### src/rtl/cpu_core_param_if.sv
// cpu_core_param_if
//   Command/data/result bundle between a command source and cpu_core_param.
//   master : drives cmd_in, cmd_valid, din; observes cpu_rdy, done, out_reg3, zero, error
//   slave  : the core side (mirror of master)
//   cmd_in fields: [1:0] kind, [5:2] opcode, [5+SEL_W:6] sel_a, [5+2*SEL_W:6+SEL_W] sel_b
//   din: NUM_IN packed channels, channel k = din[k*WIDTH +: WIDTH]
interface cpu_core_param_if #(
  parameter int WIDTH  = 8,
  parameter int NUM_IN = 4
);
  localparam int SEL_W = $clog2(NUM_IN);

  logic [5+2*SEL_W:0]      cmd_in;
  logic                    cmd_valid;
  logic                    cpu_rdy;
  logic [NUM_IN*WIDTH-1:0] din;
  logic                    done;
  logic [2*WIDTH-1:0]      out_reg3;
  logic                    zero;
  logic                    error;

  modport master (
    output cmd_in, cmd_valid, din,
    input  cpu_rdy, done, out_reg3, zero, error
  );

  modport slave (
    input  cmd_in, cmd_valid, din,
    output cpu_rdy, done, out_reg3, zero, error
  );
endinterface

### src/rtl/cpu_core_param.sv
// cpu_core_param
//   Parametrised CPU core: picks two operands from NUM_IN input channels and runs
//   one ALU or memory command per handshake through an IDLE/LOAD/EXEC/(RDWAIT)/DONE FSM.
//   Ports:
//     clk   - single clock, rising edge
//     reset - asynchronous, active-high; returns FSM to IDLE and clears all outputs
//     bus   - cpu_core_param_if.slave: cmd_in/cmd_valid/cpu_rdy handshake, din channels,
//             done pulse, out_reg3 (2*WIDTH) result, registered zero/error flags
//   Optional feature macro: CPU_ACC_EN
//     defined   : kind 11 is an accumulate ALU op (B taken from out_reg3[WIDTH-1:0])
//     undefined : kind 11 is a NOP that still walks LOAD->EXEC->DONE and pulses done
module cpu_core_param #(
  parameter int WIDTH     = 8,
  parameter int NUM_IN    = 4,
  parameter int MEM_DEPTH = 256
) (
  input  logic            clk,
  input  logic            reset,
  cpu_core_param_if.slave bus
);
  localparam int SEL_W  = $clog2(NUM_IN);
  localparam int RW     = 2 * WIDTH;
  localparam int ADDR_W = $clog2(MEM_DEPTH);
  localparam int CMD_W  = 6 + 2 * SEL_W;
  localparam logic [RW-1:0] RW_MOD = RW'(RW);

  typedef enum logic [2:0] {
    S_IDLE,
    S_LOAD,
    S_EXEC,
    S_RDWAIT,
    S_DONE
  } state_t;

  typedef enum logic [1:0] {
    K_ALU       = 2'b00,
    K_MEM_WRITE = 2'b01,
    K_MEM_READ  = 2'b10,
    K_ACC       = 2'b11
  } kind_t;

  typedef enum logic [3:0] {
    OP_ADD = 4'd0,
    OP_SUB = 4'd1,
    OP_MUL = 4'd2,
    OP_AND = 4'd3,
    OP_OR  = 4'd4,
    OP_XOR = 4'd5,
    OP_SHL = 4'd6,
    OP_SHR = 4'd7,
    OP_DIV = 4'd8,
    OP_MOD = 4'd9
  } op_t;

  state_t state_q, state_d;

  logic [CMD_W-1:0] cmd_q;
  logic [WIDTH-1:0] a_q, b_q;
  logic [RW-1:0]    out_q;
  logic             zero_q, error_q;
  logic [RW-1:0]    rd_q;
  logic [RW-1:0]    mem [MEM_DEPTH];

  kind_t            kind;
  op_t              op;
  logic [SEL_W-1:0] sel_a, sel_b;
  logic [WIDTH-1:0] a_mux, b_mux;
  logic [ADDR_W-1:0] addr;
  logic [RW-1:0]    a_ext, b_ext, shamt, alu_res;
  logic             alu_err;
  logic             alu_we;

  assign kind  = kind_t'(cmd_q[1:0]);
  assign op    = op_t'(cmd_q[5:2]);
  assign sel_a = cmd_q[5+SEL_W:6];
  assign sel_b = cmd_q[5+2*SEL_W:6+SEL_W];
  assign addr  = a_q[ADDR_W-1:0];

`ifdef CPU_ACC_EN
  assign alu_we = (kind == K_ALU) || (kind == K_ACC);
`else
  assign alu_we = (kind == K_ALU);
`endif

  // Channel select; unselected/out-of-range selects read as zero.
  always_comb begin
    a_mux = '0;
    b_mux = '0;
    for (int unsigned k = 0; k < NUM_IN; k++) begin
      if (sel_a == k[SEL_W-1:0]) a_mux = bus.din[k*WIDTH +: WIDTH];
      if (sel_b == k[SEL_W-1:0]) b_mux = bus.din[k*WIDTH +: WIDTH];
    end
  end

  always_comb begin
    a_ext   = RW'(a_q);
    b_ext   = RW'(b_q);
    shamt   = b_ext % RW_MOD;
    alu_res = '0;
    alu_err = 1'b0;
    case (op)
      OP_ADD: alu_res = a_ext + b_ext;
      OP_SUB: alu_res = a_ext - b_ext;
      OP_MUL: alu_res = a_ext * b_ext;
      OP_AND: alu_res = a_ext & b_ext;
      OP_OR:  alu_res = a_ext | b_ext;
      OP_XOR: alu_res = a_ext ^ b_ext;
      OP_SHL: alu_res = a_ext << shamt;
      OP_SHR: alu_res = a_ext >> shamt;
      OP_DIV: begin
        if (b_q == '0) alu_err = 1'b1;
        else           alu_res = a_ext / b_ext;
      end
      OP_MOD: begin
        if (b_q == '0) alu_err = 1'b1;
        else           alu_res = a_ext % b_ext;
      end
      default: alu_err = 1'b1;
    endcase
  end

  always_ff @(posedge clk or posedge reset) begin
    if (reset) state_q <= S_IDLE;
    else       state_q <= state_d;
  end

  always_comb begin
    state_d = state_q;
    case (state_q)
      S_IDLE:   if (bus.cmd_valid) state_d = S_LOAD;
      S_LOAD:   state_d = S_EXEC;
      S_EXEC:   state_d = (kind == K_MEM_READ) ? S_RDWAIT : S_DONE;
      S_RDWAIT: state_d = S_DONE;
      S_DONE:   state_d = S_IDLE;
      default:  state_d = S_IDLE;
    endcase
  end

  always_ff @(posedge clk or posedge reset) begin
    if (reset) begin
      cmd_q   <= '0;
      a_q     <= '0;
      b_q     <= '0;
      out_q   <= '0;
      zero_q  <= 1'b0;
      error_q <= 1'b0;
    end else begin
      if (state_q == S_IDLE && bus.cmd_valid) cmd_q <= bus.cmd_in;
      if (state_q == S_LOAD) begin
        a_q <= a_mux;
`ifdef CPU_ACC_EN
        b_q <= (kind == K_ACC) ? out_q[WIDTH-1:0] : b_mux;
`else
        b_q <= b_mux;
`endif
      end
      if (state_q == S_EXEC && alu_we) begin
        out_q   <= alu_res;
        zero_q  <= (alu_res == '0);
        error_q <= alu_err;
      end
      if (state_q == S_RDWAIT) begin
        out_q   <= rd_q;
        zero_q  <= (rd_q == '0);
        error_q <= 1'b0;
      end
    end
  end

  // Memory array is deliberately unreset; the read is registered so data is
  // available one cycle after EXEC, which is why reads need the RDWAIT state.
  always_ff @(posedge clk) begin
    if (state_q == S_EXEC && kind == K_MEM_WRITE) mem[addr] <= out_q;
    if (state_q == S_EXEC) rd_q <= mem[addr];
  end

  assign bus.cpu_rdy  = (state_q == S_IDLE);
  assign bus.done     = (state_q == S_DONE);
  assign bus.out_reg3 = out_q;
  assign bus.zero     = zero_q;
  assign bus.error    = error_q;
endmodule

### src/flat_wrapper.sv
// flat-port wrapper written by rule: the top's interface ports become plain ports
module cpu_core_param_flat 
#(
  parameter int WIDTH     = 8,
  parameter int NUM_IN    = 4,
  parameter int MEM_DEPTH = 256
)
  (clk, reset, bus_cmd_in, bus_cmd_valid, bus_din, bus_cpu_rdy, bus_done, bus_out_reg3, bus_zero, bus_error);
  cpu_core_param_if #(.WIDTH(WIDTH), .NUM_IN(NUM_IN)) bus_i ();
  input  logic clk;
  input  logic reset;
  input wire logic [$bits(bus_i.cmd_in)-1:0] bus_cmd_in;
  input wire logic [$bits(bus_i.cmd_valid)-1:0] bus_cmd_valid;
  input wire logic [$bits(bus_i.din)-1:0] bus_din;
  output wire logic [$bits(bus_i.cpu_rdy)-1:0] bus_cpu_rdy;
  output wire logic [$bits(bus_i.done)-1:0] bus_done;
  output wire logic [$bits(bus_i.out_reg3)-1:0] bus_out_reg3;
  output wire logic [$bits(bus_i.zero)-1:0] bus_zero;
  output wire logic [$bits(bus_i.error)-1:0] bus_error;
  assign bus_i.cmd_in = bus_cmd_in;
  assign bus_i.cmd_valid = bus_cmd_valid;
  assign bus_i.din = bus_din;
  assign bus_cpu_rdy = bus_i.cpu_rdy;
  assign bus_done = bus_i.done;
  assign bus_out_reg3 = bus_i.out_reg3;
  assign bus_zero = bus_i.zero;
  assign bus_error = bus_i.error;
  cpu_core_param #(.WIDTH(WIDTH), .NUM_IN(NUM_IN), .MEM_DEPTH(MEM_DEPTH)) u_core (.clk(clk), .reset(reset), .bus(bus_i));
endmodule
### config.mk
export PLATFORM = sky130hd
export DESIGN_NAME = cpu_core_param_flat
export DESIGN_NICKNAME = d
export VERILOG_FILES = /design/src/rtl/cpu_core_param_if.sv /design/src/rtl/cpu_core_param.sv /design/src/flat_wrapper.sv
export SDC_FILE = /design/constraint.sdc
export NUM_CORES = 2
export LEC_CHECK = 0
export ABC_AREA = 1
export CORE_ASPECT_RATIO = 0.75
export CORE_MARGIN = 1.5
export CORE_UTILIZATION = 30
export DETAILED_ROUTE_END_ITERATION = 7
export SYNTH_ARGS = -nofsm -noshare
export SYNTH_HDL_FRONTEND = slang
export SYNTH_SLANG_ARGS = --single-unit
### constraint.sdc
create_clock -name clk -period 44.2 [get_ports clk]
set_input_delay 4.42 -clock clk [delete_from_list [all_inputs] [get_ports clk]]
set_output_delay 4.42 -clock clk [all_outputs]
set_load 0.03 [all_outputs]
---- Word-level counts from Yosys, hierarchy flattened ----
Memory sizes are Yosys's and may differ from the RTL's. A register that Yosys moved wholly into a read port is not among the register bits.
Index checks and enable logic that the tools add are counted.
W data, S select, Z words.
storage, ports and cells
  flip-flop bits (word level) ............. 47
  bits in latches ......................... 0
  memory bits (writable) .................. 4096
  ROM bits ................................ 0
  output and inout bits ................... 20
  word-level logic and storage cells ...... 78
  memories kept ........................... 1
cells by class
  $add $sub $neg .......................... 2
  $mul .................................... 1
  divide/modulo/power cells ............... 2
  magnitude comparators ................... 0
  equal/unequal tests ..................... 22
  shift operators ......................... 2
  muxes and demuxes ....................... 24
  bitwise gates (word level) .............. 3
  reduce and logical (&&, ||, !) cells .... 14
memories
  memory      depth  width  read ports  clocked after Yosys merged registers in  write ports  line                  RTL
  u_core.mem  256    16     1           1                                        1            cpu_core_param.sv:62  logic [RW-1:0] mem [MEM_DEPTH];
operators with widths
  cell                  count
  $pmux W16 S10         1
  $mux W16              4
  $mux W8               8
  $logic_not A16 Y1     2
  $div A8 B8 Y16        1
  $eq A4 B3 Y1 const B  4
  $mod A8 B8 Y16        1
  $mul A8 B8 Y16        1
  $shl A8 B4 Y16        1
  $shr A8 B4 Y16        1
  $pmux W3 S4           1
  $eq A2 B2 Y1 const B  5
  $add A8 B8 Y9         1
  $sub A8 B8 Y9         1
  $and A8 B8 Y8         1
  $eq A4 B2 Y1 const B  2
  $eq A4 B4 Y1 const B  2
  $logic_not A8 Y1      1
  $or A8 B8 Y8          1
  $reduce_or A8 Y1      1
  $xor A8 B8 Y8         1
  $mux W1               7
  $eq A2 B1 Y1 const B  3
  $eq A3 B2 Y1 const B  2
  12 further kinds      17

---- Depth between registers and ports, before layout ----
  word-level depth ........................ 6
  gate-level depth with buffers ........... 224
  mapped depth without buffers ............ 212

---- Worst setup path before layout ----
No wires, ideal clock.
  kind .................................... register to register
  start ................................... reg u_core.b_q[1]
  end ..................................... reg u_core.zero_q, in the netlist u_core.bus.zero
  library setup time ...................... 0.077 ns
  data arrival time ....................... 26.922 ns
  data required time ...................... 44.123 ns
  slack ................................... 17.201 ns
  cell stages (with the launch flop) ...... 202
  buffers on the path ..................... 14
  period minus slack after synthesis ...... 26.999 ns
  path through ............................ dfrtp_1 -> inv_1 -> buf_1 -> ha_1 -> o21ai_0 -> nand2_1 -> nand2_2 -> clkinv_1 -> nand3b_1 -> nand2_1 -> ha_1 -> nand2_1 -> nand2_1 -> nand2_2 -> clkinv_1 -> o21ai_2 -> and2_1 -> ha_1 -> [166 not listed] -> nand3_1 -> and2_1 -> inv_1 -> a31oi_1 -> o21a_1 -> nor2_1 -> a211oi_1 -> nand3_4 -> nor2_8 -> nand2_4 -> buf_6 -> o21bai_2 -> nor2_1 -> nor2_1 -> nand3_1 -> nor2_1 -> nand2_1 -> a21oi_1
on the way
  longest elaborated chain between the ends .. 6
  elaborated cells between the ends (all ways) .. 17
  those cells by class .................... add/sub: 2; mul: 1; div: 2; shift: 2; mux: 5; bitwise: 3; reduce/logical: 2
RTL lines
  item                                    line                                          RTL
  start, declared                         cpu_core_param.sv:58                          logic [WIDTH-1:0] a_q, b_q;
  start signal, assigned                  cpu_core_param.sv:154                         b_q <= b_mux;
  $mod A8 B8 Y16 (tied with other cells)  cpu_core_param.sv:116                         else alu_res = a_ext % b_ext;
  $mux W16, on equally long branches      cpu_core_param.sv:115, cpu_core_param.sv:111
  $pmux W16 S10 *                         cpu_core_param.sv:101                         case (op)
  $logic_not A16 Y1 *                     cpu_core_param.sv:159                         zero_q <= (alu_res == '0);
  $mux W1 *                               cpu_core_param.sv:157                         if (state_q == S_EXEC && alu_we) begin
  $mux W1 *                               cpu_core_param.sv:162                         if (state_q == S_RDWAIT) begin
  end signal, assigned                    cpu_core_param.sv:159
  end signal, assigned                    cpu_core_param.sv:164                         zero_q <= (rd_q == '0);
  end, declared                           cpu_core_param.sv:60                          logic zero_q, error_q;
Every way passes the cells marked *; elsewhere a longest branch is shown, timed or not. The select of a mux whose other input is x is not followed.
A chain may end at the register's enable or synchronous reset.

---- Final worst setup path ----
  start ................................... reg u_core.b_q[0]
  end ..................................... reg u_core.zero_q, in the netlist u_core.bus.zero
Same word-level chain as after synthesis.

==> summary.txt <==
Run status - finished, violations left
Failing checks - design-rule violations, max-capacitance violations
Via count - 103187
Hold-fix buffers at CTS - 0
Post-synth EDFFs - 4112
Critical path startpoint category - flop
Unique cell type count in the Yosys netlist - 73
Vias in the first global route - 95619
CTS tree - done
Worst Path Buf+Inv - 35
Post-synth ARST share - 0.01130
Setup TNS Final - 0 ns
Layout cells sized above 1 - 0.1155
Placer Congestion - 0.8890
Clock skew - 0.06764 ns
Cell taking the most area after synthesis - edfxtp_1
RSZ-0062 raised after global routing - false
Most frequent CP cell - nand2_1
Synth top area share - 0.7522
Synth-to-layout area growth - 14.44%
Top Ports - 65
Rel. slew slack - 0.01455
Core Util, Final - 0.3443
Worst-Skew Late Latency - 0.99 ns
Core area - 545700 um2
Top Family by Delay on Critical Path - simple AND/OR/NAND/NOR gates
Max-Cap Viols - 1
Initial Util - 0.3008
FF+latch count, synth - 4159
Die area - 551700 um2
Drt wl/cell - 29.40 um
Crit share post-route - 0.6989
CP Launch Point - u_core.b_q[0]$_DFFE_PP0P_
Initial antenna violation count - 59
Synthesis Warnings - 0
Nets - 11198
Register area share after synthesis - 0.7594
Adder-cell area share of the yosys netlist - 0.01718
IO buf count - 64
Worst path arrival time - 31.75 ns
Critical path's slowest cell - dfrtp_1
Post-route DRC - 6
Rows - 235
Gr usage total - 0.1880
Setup violations, final - 0
Maximum root-to-sink buffer count - 4
Crit Path Class - flop to flop
Peak Freq - 32.37 MHz
Synth Area in Compound Gates - 0.1556
Xor/xnor cell area share of the yosys netlist - 0.003468
Synth Area in Simple Gates - 0.03960
Fraction of synthesized area in multiplexers - 0.0003125
Clk sinks - 4159
Mapped Avg Cell Area - 15.45 um2
Reg clk slew, reported paths - 0.08 ns
Setup Buffers After CTS - 0
Largest family of logic cells by synthesized area - compound AO/OA/AOI/OAI gates
Most common cell in the netlist - edfxtp_1
Largest net degree at the start of global routing - 143
Total gr overflow - 0
Fillers - 51803
Antenna Nets Post-Route - 0
Root Driver - clkbuf_16
Setup ws final - 13.31 ns
Ys flop type - edfxtp_1
Fin. max-slew vios - 0
Hold WC Path Type - flop to flop
Mapped cell area - 164200 um2
Setup WS pre-CTS - 13.72 ns
R2r startpoint - u_core.b_q[0]$_DFFE_PP0P_
First-pass GRT wire length - 756.1 mm
H-tree Lvls - 5
Final wirelength - 543.7 mm
R2R depth - 201
DR pass1 iterations - 8
Final Non-Filler Cells - 18491
CTS resizes - 0
Synth top area cells - edfxtp_1 75%, a22oi_1 9.5%, a21oi_1 1.9%
Initial DRC Count - 16646
CTS buffer count - 366
CP endpoint kind - flop
Placed cells - 17811
Synth cell count leaders - 4112 x edfxtp_1, 2075 x a22oi_1, 789 x nand2_1
Chip width - 857.2 um
Maximum fanout along the worst path - 27
Worst Hold Depth - 3
Die Ht - 643.6 um
Critical Path RT - 45.06 ns
Vias per cell - 5.580
Worst path depth - 201
Worst hold start - u_core.state_q[2]$_DFFE_PP0P_
Final hold viol count - 0
Cells after synthesis - 10625
Max stage delay on crit path - 0.80 ns
Tmin final - 30.89 ns
Slew @ Worst Pin - 1.474 ns
DP HPWL - 328.7 mm
## kinds of logic after synthesis
logic type      count (synthesis)
flops                        4159
compound gates               3609
simple gates                 1535
buf+inv                      1049
fa+ha+maj                     202
xor+xnor                       65
mux                             5
other cells                     1
## layer usage
metal  track usage  share of wire  vias to the layer above
met5             0        0.00045                        -
met4       0.04470          0.025                       36
met1        0.2849           0.43                    52762
met2        0.2571           0.41                     6517
li1              -              -                    43055
met3       0.06234           0.14                      817
## stage by stage
stage	area [um2]	hold slack (ns)
6_report	187900	0.5776
5_1_grt	187800	0.6003
4_1_cts	187800	0.5621
3_5_place_dp	176400	0.5358
3_3_place_gp	176400	0.5513
2_1_floorplan	164200	0.4762
## sequential cells by signal, summed over array words and instances (netlist names)
register and flops:
u_core.mem 4096, u_core.bus.out_reg3 16, u_core.rd_q 16, u_core.cmd_q 10, u_core.a_q 8, u_core.b_q 8, u_core.state_q 3, u_core.bus.error 1
u_core.bus.zero 1
## layout make-up
class	count	area, um2	area share
flip-flops and latches	4159	124700	0.6638
multi-input cells	5424	36040	0.1918
clock buffers	424	9419	0.05014
well taps	7228	9044	0.04814
repair buffers	613	5125	0.02728
clock inverters	229	1991	0.01060
inverters	387	1471	0.007832
diodes	27	67.56	0.0003596
## cells in the final DEF, fill, tap and decap left out, types with 23 or more instances in the layout
| cell | count |
|---|---|
| edfxtp_1 | 4112 |
| a22oi_1 | 2075 |
| nand2_1 | 778 |
| a21oi_1 | 621 |
| buf_4 | 518 |
| nor2_1 | 406 |
| clkbuf_16 | 368 |
| inv_1 | 357 |
| a21boi_0 | 272 |
| ha_1 | 163 |
| a2111oi_0 | 156 |
| o21ai_0 | 143 |
| nand3_1 | 103 |
| clkinv_1 | 100 |
| o22ai_1 | 83 |
| nor2_2 | 81 |
| clkinv_2 | 75 |
| clkdlybuf4s50_1 | 64 |
| clkbuf_1 | 56 |
| fa_1 | 39 |
| xor2_1 | 37 |
| a2111o_1 | 33 |
| a2111oi_1 | 32 |
| dfrtp_1 | 31 |
| nand4_1 | 29 |
| buf_12 | 29 |
| xnor2_1 | 28 |
| diode_2 | 27 |
| bufinv_16 | 26 |
| nor3_1 | 25 |
| nand2_2 | 23 |
| a2111oi_2 | 23 |
## path summary, 6_finish.rpt
path	end	slack, ns
max in group asynchronous	u_core.bus.out_reg3[10]$_DFFE_PP0P_	39.50
min in group asynchronous	u_core.cmd_q[8]$_DFFE_PP0P_	4.00
min reg2reg	u_core.state_q[2]$_DFFE_PP0P_	0.58
max	u_core.bus.zero$_DFFE_PP0P_	13.31
min	u_core.state_q[2]$_DFFE_PP0P_	0.58
max reg2reg	u_core.bus.zero$_DFFE_PP0P_	13.31
## worst register-to-register path: cells and delay by family (launching register included)
kind	cells	cell delay, ns
simple gates	99	11.84
fa+ha+maj	15	4.71
compound gates	52	9.52
buf+inv	35	3.98
flops	1	0.80
Power is not shown: default switching activity piles up to over one toggle a cycle in this logic, so the estimate is an artifact.
